`src/rtl/if_fetch_buffer.sv`:
```
// Instruction-fetch stage: issues the PC over a req/gnt + rvalid memory port, tracks
// in-flight reads and buffers returned instructions with their addresses for decode.
module if_fetch_buffer #(
  parameter int unsigned       ADDR_W   = 32,
  parameter int unsigned       INST_W   = 32,
  parameter int unsigned       DEPTH    = 2,
  parameter logic [INST_W-1:0] NOP_INST = 32'h00000013
) (
  input  logic              clk_100MHz,
  input  logic              arst,
  input  logic [ADDR_W-1:0] pc_addr_i,
  input  logic              flush_i,
  output logic              hold_o,
  output logic              imem_req_o,
  output logic [ADDR_W-1:0] imem_addr_o,
  input  logic              imem_gnt_i,
  input  logic              imem_rvalid_i,
  input  logic [INST_W-1:0] imem_rdata_i,
  output logic              id_valid_o,
  output logic [INST_W-1:0] id_inst_o,
  output logic [ADDR_W-1:0] id_addr_o,
  input  logic              id_ready_i
);

  localparam int unsigned    PTR_W   = (DEPTH > 1) ? $clog2(DEPTH) : 1;
  localparam int unsigned    CNT_W   = PTR_W + 1;
  localparam logic [CNT_W:0] DEPTH_X = (CNT_W + 1)'(DEPTH);
  localparam logic [CNT_W-1:0] FULL_CNT = CNT_W'(DEPTH);

  logic [INST_W-1:0] fifoData_q [DEPTH];
  logic [ADDR_W-1:0] fifoAddr_q [DEPTH];
  logic [ADDR_W-1:0] reqAddr_q  [DEPTH];

  logic [PTR_W-1:0] fifoRdPtr_q, fifoRdPtr_d;
  logic [PTR_W-1:0] fifoWrPtr_q, fifoWrPtr_d;
  logic [CNT_W-1:0] fifoCount_q, fifoCount_d;
  logic [PTR_W-1:0] reqRdPtr_q, reqRdPtr_d;
  logic [PTR_W-1:0] reqWrPtr_q, reqWrPtr_d;
  logic [CNT_W-1:0] outstanding_q, outstanding_d;
  logic [CNT_W-1:0] discard_q, discard_d;

  logic           headValid;
  logic           pop;
  logic           push;
  logic           issue;
  logic           issueOk;
  logic           dropRsp;
  logic [CNT_W:0] creditUsed;

  // A slot is reserved at issue time, so buffered plus in-flight never exceeds DEPTH.
  assign headValid  = (fifoCount_q != '0);
  assign pop        = headValid & id_ready_i;
  assign creditUsed = {1'b0, fifoCount_q} + {1'b0, outstanding_q} - {{CNT_W{1'b0}}, pop};
  assign issueOk    = (creditUsed < DEPTH_X);

  assign imem_req_o  = ~arst & ~flush_i & issueOk;
  assign imem_addr_o = pc_addr_i;
  assign issue       = imem_req_o & imem_gnt_i;
  assign hold_o      = ~issue;

  assign dropRsp = (discard_q != '0);
  assign push    = imem_rvalid_i & ~dropRsp & ~flush_i;

  assign id_valid_o = headValid;
  assign id_inst_o  = headValid ? fifoData_q[fifoRdPtr_q] : NOP_INST;
  assign id_addr_o  = headValid ? fifoAddr_q[fifoRdPtr_q] : '0;

  always_comb begin
    fifoRdPtr_d   = fifoRdPtr_q;
    fifoWrPtr_d   = fifoWrPtr_q;
    fifoCount_d   = fifoCount_q;
    reqRdPtr_d    = reqRdPtr_q;
    reqWrPtr_d    = reqWrPtr_q;
    outstanding_d = outstanding_q + CNT_W'(issue) - CNT_W'(imem_rvalid_i);
    discard_d     = discard_q;

    if (issue) begin
      reqWrPtr_d = reqWrPtr_q + PTR_W'(1);
    end
    if (imem_rvalid_i) begin
      reqRdPtr_d = reqRdPtr_q + PTR_W'(1);
    end

    // Every read still in flight after this cycle belongs to the abandoned path.
    if (flush_i) begin
      fifoRdPtr_d = '0;
      fifoWrPtr_d = '0;
      fifoCount_d = '0;
      discard_d   = outstanding_q - CNT_W'(imem_rvalid_i);
    end else begin
      if (push) begin
        fifoWrPtr_d = fifoWrPtr_q + PTR_W'(1);
      end
      if (pop) begin
        fifoRdPtr_d = fifoRdPtr_q + PTR_W'(1);
      end
      fifoCount_d = fifoCount_q + CNT_W'(push) - CNT_W'(pop);
      if (imem_rvalid_i && dropRsp) begin
        discard_d = discard_q - CNT_W'(1);
      end
    end
  end

  always_ff @(posedge clk_100MHz or posedge arst) begin
    if (arst) begin
      fifoRdPtr_q   <= '0;
      fifoWrPtr_q   <= '0;
      fifoCount_q   <= '0;
      reqRdPtr_q    <= '0;
      reqWrPtr_q    <= '0;
      outstanding_q <= '0;
      discard_q     <= '0;
    end else begin
      fifoRdPtr_q   <= fifoRdPtr_d;
      fifoWrPtr_q   <= fifoWrPtr_d;
      fifoCount_q   <= fifoCount_d;
      reqRdPtr_q    <= reqRdPtr_d;
      reqWrPtr_q    <= reqWrPtr_d;
      outstanding_q <= outstanding_d;
      discard_q     <= discard_d;
    end
  end

  // Storage needs no reset: counts and pointers alone decide what is valid.
  always_ff @(posedge clk_100MHz) begin
    if (push) begin
      fifoData_q[fifoWrPtr_q] <= imem_rdata_i;
      fifoAddr_q[fifoWrPtr_q] <= reqAddr_q[reqRdPtr_q];
    end
    if (issue) begin
      reqAddr_q[reqWrPtr_q] <= pc_addr_i;
    end
  end

  rvalidNeedsRead: assert property (@(posedge clk_100MHz) disable iff (arst)
    imem_rvalid_i |-> (outstanding_q != '0));

  rvalidNotIntoFull: assert property (@(posedge clk_100MHz) disable iff (arst)
    (imem_rvalid_i && !dropRsp && !flush_i) |-> (fifoCount_q != FULL_CNT));

endmodule
```
`config.mk`:
```
export PLATFORM = sky130hd
export DESIGN_NAME = if_fetch_buffer
export DESIGN_NICKNAME = d
export VERILOG_FILES = /design/src/rtl/if_fetch_buffer.sv
export SDC_FILE = /design/constraint.sdc
export NUM_CORES = 1
export LEC_CHECK = 0
export ABC_AREA = 1
export BUFFER_PORTS_ARGS = -buffer_cell sky130_fd_sc_hd__buf_2
export CORE_ASPECT_RATIO = 0.9
export CORE_UTILIZATION = 40
export CTS_CLUSTER_SIZE = 12
export DETAILED_ROUTE_END_ITERATION = 8
export PLACE_DENSITY = 0.62
export SLEW_MARGIN = 20
export SYNTH_ARGS = -nofsm -noshare
export SYNTH_HDL_FRONTEND = slang
export SYNTH_SLANG_ARGS = --single-unit
```
`constraint.sdc`:
```
create_clock -name clk_100MHz -period 4.4 [get_ports clk_100MHz]
set_input_delay 0.44 -clock clk_100MHz [delete_from_list [all_inputs] [get_ports clk_100MHz]]
set_output_delay 0.44 -clock clk_100MHz [all_outputs]
set_load 0.05 [all_outputs]
```
==> results.cfg <==
[cts]
h-tree-depth = 1
post_cts_buffers = 0
clkTransAtPathRegs_ns = 0.06
cts_buffers = 22
cts_sinks = 202
cts_resized = 0
cts_buffer_depth = 3
clock_latency_ns = 0.49
cts_root_buf = clkbuf_16
cts_tree = done

[final_layout]
stdcell_area_sq_um = 9570
fillers = 1714
layout-drive-gt1-share = 0.344
antenna_cells = 0
utilization = 0.492
area_delta_synth_final_pct = 18.3
instances_no_fill = 963
nets = 778

[yosys]
synth_area_sq_um = 8090
syn_inst = 557
synth_cell_type_count = 22
mappedNetlistNets = 635
postSynthAreaPerCell_sq_um = 14.5
yosys_warnings = 0
synth.ff_latch_count = 202
yosysSeqAreaShare = 0.744

[place]
place_ws_ns = 1.36
gp_congestion = 0.734
place_hpwl_microns = 9380
io_buffers = 168
place_area_sq_um = 8900
place_inst = 925

[die]
row_count = 48
die_y_microns = 137
pin_count = 169
dieArea_sq_um = 20800
fp.dieW_microns = 152
coreArea_sq_um = 19500
start_util = 0.416

[grt]
grt.total_usage = 0.146
grt_max_degree = 66
grt_pass1_vias = 4435
grt_pass1_wl_microns = 23700
grt-ovfl-total = 0
grt_antenna_before_repair = 0

[critical_path]
crit_fanout = 32
cp.arrival_ns = 3.07
cp-start-kind = flip-flop
path_delay_family = simple AND/OR/NAND/NOR gates
cpMaxStageDelayCell = nor2_4
worst_setup_path_end_kind = flip-flop
crit_buf_inv = 1
path_class = flip-flop to flip-flop
cp.required_ns = 4.50
path_cells = inv_1, ha_1, fa_1, nand2_1, nor2_1, nand3_2, nor2_4
slowest_delay_ns = 0.79

[status]
status = finished clean

[sta]
tns_ns = 0
hold_viol = 0
setup_viol = 0
tightest_slew_ns = 1.01
rsz0062_at_grt = no
clock_skew_ns = 0.00566
finalMaxSlewViolations = 0
max-slew-margin-rel = 0.323
period_share = 0.674
fin_hold_ws_ns = 0.140
clock.fmax_ghz = 0.337
worst_slack_ns = 1.44
fin_crit_ns = 2.96

[drt]
postRouteAntennaNets = 0
remaining_drc_errors = 0
viasPerCell = 4.80
drtIter0Drc = 242
drt_wl_total_microns = 15400
wl_per_cell_microns = 16.0
drtPass1Iterations = 4
num_vias = 4623

[pwr]
p_leak_nw = 3.77
finalPower_mw = 6.57
peakVddDrop_uv = 368
power_density_nw_per_um2 = 687

[min_path]
hp-class = primary input to flip-flop

[flow_run]
cap_viol_max_count = 0
[sequential cells by signal, indices dropped and copies added (netlist names)]
name / flops
discard_q: 2
reqAddr_q: 64
fifoAddr_q: 64
reqWrPtr_q: 1
outstanding_q: 2
fifoCount_q: 2
reqRdPtr_q: 1
fifoRdPtr_q: 1
fifoData_q: 64
fifoWrPtr_q: 1
[metal layers]
layer	vias to the layer above	track usage	routed length [microns]
met3	25	0.0342	1020
met2	169	0.250	7350
met5	-	0	0
met4	0	0.0394	297
met1	2216	0.189	6710
li1	2213	-	-
[synthesized netlist by cell type]
master,n,area share
edfxtp_1,192,0.71
nand2_1,145,0.067
a21oi_1,63,0.039
buf_4,38,0.035
mux2_2,19,0.026
inv_1,17,0.0079
mux2_4,13,0.024
nor2_1,11,0.0051
buf_6,10,0.014
dfrtp_1,10,0.031
buf_2,8,0.0050
ha_1,7,0.011
nand3_1,6,0.0037
o21ai_0,4,0.0025
inv_2,3,0.0014
xnor2_1,3,0.0033
nor2_4,2,0.0028
xor2_1,2,0.0022
and2_1,1,0.00077
fa_1,1,0.0025
nand3_2,1,0.0012
nand4_1,1,0.00077
[cells in the final DEF, fill, tap and decap left out]
cell type and count:
nand3_2 1, nor2_1 8, bufinv_16 1, clkbuf_1 7
buf_12 2, xor2_1 2, nand2_1 145, inv_2 3
clkbuf_16 23, xnor2_1 3, buf_2 168, nand3_1 6
clkinv_1 2, inv_1 17, ha_1 7, nor2_4 5
o21ai_0 4, and2_1 1, mux2_4 13, fa_1 1
buf_4 4, nand4_1 1, clkinv_2 3, dlygate4sd3_1 1
dfrtp_1 8, a21oi_1 63, dfrtp_2 2, clkinvlp_4 1
edfxtp_1 192, mux2_2 19
[where the power goes]
part / total (mW) / switching [mW] / internal, mW
Clock: 1.68 / 0.671 / 1.01
Sequential: 2.44 / 0.124 / 2.32
Combinational: 2.45 / 1.86 / 0.588
[worst register-to-register path, stage by stage (launching register included)]
cell and delay, ns:
dfrtp_1 0.42, inv_1 0.08, ha_1 0.32, fa_1 0.54, nand2_1 0.06, nor2_1 0.19, nand3_2 0.16, nor2_4 0.79
[area by class of cell]
class	instances	area, sq um	share of cell area
Multi-Input combinational cell	279	1580	0.165
Tap cell	250	313	0.0327
Clock buffer	30	602	0.0629
Timing Repair Buffer	175	921	0.0962
Sequential cell	202	6020	0.629
Inverter	20	75.1	0.00785
Clock inverter	7	60.1	0.00628
[worst paths after layout]
path                             startpoint                end  slack, ns  depth (start not counted)
min reg2reg                      reqWrPtr_q         reqWrPtr_q       0.48                          2
min in group asynchronous              arst   outstanding_q[1]       0.49                          3
max                          fifoCount_q[1]   reqAddr_q[1][20]       1.44                          7
min                        imem_rdata_i[30]  fifoData_q[0][30]       0.14                          1
max reg2reg                  fifoCount_q[1]   reqAddr_q[1][20]       1.44                          7
max in group asynchronous              arst        fifoRdPtr_q       3.61                          3
[logic make-up (layout without fill, tap and decap cells)]
family	Yosys count	count (layout)	share of synthesized area
DFF	202	202	0.744
and+or+nand+nor	167	167	0.0817
buffers and inverters	76	232	0.0634
AOI/OAI and AO/OA	67	67	0.0415
muxes	32	32	0.0506
adders and majority gates	8	8	0.0133
xor gates and xnor gates	5	5	0.00542
[timing repair]
action | CTS | global route
hold buffers | 1 | 0
endpoints found under the hold margin | 10 | 0
endpoints found under the setup margin | 0 | 0
Note: power is estimated with default switching activity, not from simulation.
